$ cat config.mk
export PLATFORM = sky130hd
export DESIGN_NAME = debouncer_multi
export DESIGN_NICKNAME = d
export VERILOG_FILES = /design/src/rtl/debouncer_multi.sv
export SDC_FILE = /design/constraint.sdc
export NUM_CORES = 1
export LEC_CHECK = 0
export BUFFER_PORTS_ARGS = -buffer_cell sky130_fd_sc_hd__buf_2
export CAP_MARGIN = 40
export CORE_MARGIN = 5
export CORE_UTILIZATION = 45
export DETAILED_ROUTE_END_ITERATION = 6
export PLACE_DENSITY = 0.67
export SETUP_SLACK_MARGIN = 0.1
export SYNTH_ARGS = -nofsm -noshare
export SYNTH_HDL_FRONTEND = slang
export SYNTH_SLANG_ARGS = --single-unit
$ cat constraint.sdc
create_clock -name clk -period 3.1 [get_ports clk]
set_input_delay 0.465 -clock clk [delete_from_list [all_inputs] [get_ports clk]]
set_output_delay 0.465 -clock clk [all_outputs]
set_load 0.01 [all_outputs]
$ cat src/rtl/debouncer_multi.sv
// N-channel debouncer: per-channel synchroniser, accept-after-stable FSM and stability counter.
// Latency: SYNC_STAGES + DEBOUNCE_CYCLES + 1 edges from first sample to debounced; no backpressure (level outputs, one-cycle ticks).
module debouncer_multi #(
    parameter int CHANNELS        = 4,
    parameter int DEBOUNCE_CYCLES = 2_000_000,
    parameter int SYNC_STAGES     = 2,
    parameter bit INIT_LEVEL      = 1'b0
) (
    input  logic                clk,
    input  logic                reset,
    input  logic [CHANNELS-1:0] noisy,
    output logic [CHANNELS-1:0] debounced,
    output logic [CHANNELS-1:0] rise_tick,
    output logic [CHANNELS-1:0] fall_tick
);

    localparam int CNT_W = (DEBOUNCE_CYCLES > 1) ? $clog2(DEBOUNCE_CYCLES) : 1;
    localparam logic [CNT_W-1:0] CNT_LAST = CNT_W'(DEBOUNCE_CYCLES - 1);

    typedef enum logic [1:0] {
        STABLE_LO = 2'b00,
        WAIT_HI   = 2'b01,
        STABLE_HI = 2'b11,
        WAIT_LO   = 2'b10
    } state_t;

    localparam state_t RESET_STATE = INIT_LEVEL ? STABLE_HI : STABLE_LO;

    for (genvar i = 0; i < CHANNELS; i++) begin : g_ch
        logic [SYNC_STAGES-1:0] sync_q;
        logic                   s;
        state_t                 state_q;
        state_t                 state_d;
        logic [CNT_W-1:0]       cnt_q;
        logic [CNT_W-1:0]       cnt_d;
        logic                   deb_q;
        logic                   deb_d;
        logic                   rise_q;
        logic                   fall_q;

        always_ff @(posedge clk or posedge reset) begin
            if (reset) begin
                sync_q <= {SYNC_STAGES{INIT_LEVEL}};
            end else begin
                sync_q <= {sync_q[SYNC_STAGES-2:0], noisy[i]};
            end
        end

        assign s = sync_q[SYNC_STAGES-1];

        always_ff @(posedge clk or posedge reset) begin
            if (reset) begin
                state_q <= RESET_STATE;
                cnt_q   <= '0;
            end else begin
                state_q <= state_d;
                cnt_q   <= cnt_d;
            end
        end

        // Any return to the old level while waiting restarts acceptance from zero.
        always_comb begin
            state_d = state_q;
            cnt_d   = cnt_q;
            unique case (state_q)
                STABLE_LO: begin
                    if (s) begin
                        state_d = WAIT_HI;
                        cnt_d   = '0;
                    end
                end
                WAIT_HI: begin
                    if (!s) begin
                        state_d = STABLE_LO;
                        cnt_d   = '0;
                    end else if (cnt_q == CNT_LAST) begin
                        state_d = STABLE_HI;
                    end else begin
                        cnt_d = cnt_q + CNT_W'(1);
                    end
                end
                STABLE_HI: begin
                    if (!s) begin
                        state_d = WAIT_LO;
                        cnt_d   = '0;
                    end
                end
                WAIT_LO: begin
                    if (s) begin
                        state_d = STABLE_HI;
                        cnt_d   = '0;
                    end else if (cnt_q == CNT_LAST) begin
                        state_d = STABLE_LO;
                    end else begin
                        cnt_d = cnt_q + CNT_W'(1);
                    end
                end
                default: begin
                    state_d = RESET_STATE;
                    cnt_d   = '0;
                end
            endcase
        end

        // Level and ticks are registered from the next-state decode so they
        // change on the same edge as the state and never glitch.
        assign deb_d = (state_d == STABLE_HI) || (state_d == WAIT_LO);

        always_ff @(posedge clk or posedge reset) begin
            if (reset) begin
                deb_q  <= INIT_LEVEL;
                rise_q <= 1'b0;
                fall_q <= 1'b0;
            end else begin
                deb_q  <= deb_d;
                rise_q <= deb_d & ~deb_q;
                fall_q <= ~deb_d & deb_q;
            end
        end

        assign debounced[i] = deb_q;
        assign rise_tick[i] = rise_q;
        assign fall_tick[i] = fall_q;
    end

endmodule

==> metrics.txt <==
Min-Delay Path Class=input port to flop; synthesized flop and latch total=approximately 110; vias per cell=5.75; RSZ-0062 raised after global routing=false; cell-internal power=around 0.0027 W; DRT Wirelength=between 10000 and 15000 µm; sequential area share after synthesis=44.8%; layout cell share with drive strength beyond 1=about a tenth; final setup vio count=0; RD Place Congestion=between 0.8 and 0.9; Post-synth EDFFs=0; status=finished clean; largest family of logic cells by synthesized area=simple AND/OR/NAND/NOR gates; Worst-Margin Slew=roughly 700 ps; antenna cells=0; Clock Latency Late Sink=~350 ps; initial DRC count=around 440; simple-gate portion of the synthesized area=between 20% and 30%; Mapped Cells=roughly 650; combinational share of power=approximately 30%; Req. time, crit path=~3400 ps; Net Switching=0.00141 W; initial core utilization=a little under half; die area=approximately 0.016 mm²; post-route cell area=approximately 0.0068 mm²; row count=43; antenna violations before repair=0; setup TNS=0 ps; IO Count=18; CP max stage delay=690 ps; startpoint class of the critical path=flop; WP buf/inv=0; Layout area overhead=8.24%; most common cell after layout, fill and taps aside=dfrtp_1; die width=around 130 µm; Tcrit/Tclk final=76.0%; post-cts gate resize count=0; via count=about 4.9k; clk root buf=clkbuf_16; Hold Buf Count CTS=0; Final Skew=7.07 ps; Leak=about 2.9 nW; global-route wire length before repair=roughly 22000 µm; Max Freq=approximately 420 MHz; ys flop type=dfrtp_1; number of port buffers=17; core area=around 0.014 mm²; Layout Nets=about 690; number of max-slew violations in the final report=0; Synth async-reset ratio=between 90% and 100%; Synth Area in Compound Gates=a little over an eighth; Hold Vio Cnt, Final=0; post-synthesis mux area share=roughly 2.1%; Seq pwr share=between 40% and 50%; syn avg cell area=9.56 µm²; top cell type's share of synthesized area=approximately 45%; Crit path max-delay family=compound AO/OA/AOI/OAI gates; Synth Area in Adders=just under 5%; Yosys warning count=0; router iterations before antenna repair=6; TritonCTS clock tree=yes; # Max-Cap Violations=0; Arr. time, crit path=2630 ps; CP Class=flop to flop; Mapped Area=approximately 0.0063 mm²; most frequent cells in the layout=112 x dfrtp_1, 76 x nor2_1, 48 x nand3_1; cell breakdown of the critical path=nor4bb_1 -> nand4_1 -> o211ai_1 -> o21ai_0 -> a21oi_1; DRC violation count after routing=0; largest net degree at the start of global routing=~110; WL/cell=approximately 15 µm; Syn Nets=684; total track usage=approximately 16%; DP Area=approximately 0.0065 mm²; ANT nets after route=0; gr ovfl total=0; Max-slew headroom=54.0%; Final Critical Period=2360 ps; clock share of power=between 20% and 30%; detailed placement HPWL=8370 µm; Synth cell types=just under 70; Worst setup EP type=flop; Sw Share=approximately a third; cell taking the most area after synthesis=dfrtp_1; postcts setup bufs=0; vias in the first global route=just under 5k; Longest Clk Path Bufs=2; Peak VDD IR=0.516 mV; XOR/XNOR Fraction of Synth Area=approximately 6.7%; CTS Buf Count=9; CTS sink count=approximately 110; H-tree depth=3; Die Y=between 100 and 150 µm; CP max FO=15; Pwr Density=about 600 mW/mm²; Area contributors post-synth=dfrtp_1 45%, xor2_1 5.7%, ha_1 4.8%; clock slew at reported path FFs=~70 ps; crit path max-delay cell type=o211ai_1
-- kinds of logic after synthesis --
logic type	Yosys count
buf+inv	49
simple gates	280
flops	112
fa+ha+maj	24
compound gates	129
xor+xnor	48
mux	12
-- synth_stat cells, types with 7 or more instances --
master,n
dfrtp_1,112
nor2_1,76
nand3_1,48
xor2_1,41
nand2_1,38
o21ai_0,37
a21oi_1,34
nand4_1,26
ha_1,24
inv_1,20
clkbuf_1,16
or3_1,16
and3_1,13
buf_4,12
o211ai_1,11
mux2_2,8
nor2b_1,7
nor3_1,7
nor4_1,7
xnor2_1,7
-- final cells by class --
cell class                 count  area, µm²
fill                        1284       7000
multi-input combinational    493       3220
sequential                   112       2800
clock buffer                  11        243
tap                          180        225
timing repair buffer          23        143
inverter                      20       78.8
clock inverter                 5       56.3
-- through the flow --
stage / std cells / hold WS (ps) / total power (W) / utilization (%) / setup WS, ps
CTS: 844 / 205 / 0.00417 / 49.1 / 753
detailed placement: 828 / 337 / 0.00297 / 47.0 / 796
finish: 844 / 223 / 0.00412 / 49.1 / 744
floorplan: 654 / 331 / 0.00267 / - / 1160
global route: 844 / 200 / 0.00439 / 49.1 / 411
global placement: 828 / 337 / 0.00292 / 47.0 / 854
-- power groups by stage --
stage          clock [W]  sequential (W)  combinational (W)
6_report         0.00117         0.00170            0.00124
5_1_grt          0.00128         0.00172            0.00140
4_1_cts          0.00121         0.00170            0.00125
3_5_place_dp           0         0.00173            0.00124
3_3_place_gp           0         0.00172            0.00120
2_1_floorplan          0         0.00170           0.000970
-- path summary, 6_finish.rpt --
kind                                              start                       endpoint  slack [ps]  cells after the start
max                        g_ch[3].cnt_q[7]$_DFFE_PP0P_  g_ch[3].cnt_q[13]$_DFFE_PP0P_         740                      5
min in group asynchronous                         reset  g_ch[1].cnt_q[13]$_DFFE_PP0P_         270                      3
min reg2reg                 g_ch[2].sync_q[0]$_DFF_PP0_    g_ch[2].sync_q[1]$_DFF_PP0_         350                      0
max reg2reg                g_ch[3].cnt_q[7]$_DFFE_PP0P_  g_ch[3].cnt_q[13]$_DFFE_PP0P_         740                      5
max in group asynchronous                         reset   g_ch[1].cnt_q[4]$_DFFE_PP0P_        2370                      3
min                                            noisy[3]    g_ch[3].sync_q[0]$_DFF_PP0_         220                      1
-- state kept, by name (all words and copies together) (netlist names) --
signal and count:
g_ch.state_q 8, g_ch.deb_q 4, g_ch.fall_q 4, g_ch.rise_q 4, g_ch.cnt_q 84, g_ch.sync_q 8
-- routing by layer --
metal | share of wire (%) | up-vias | global-route usage (%)
met2 | 49 | 93 | 26.5
met1 | 47 | 2387 | 20.7
met5 | 0 | - | 0
met4 | 0.63 | 0 | 3.75
met3 | 3.9 | 6 | 4.42
li1 | - | 2365 | -
Note: power is estimated with default switching activity, not from simulation.
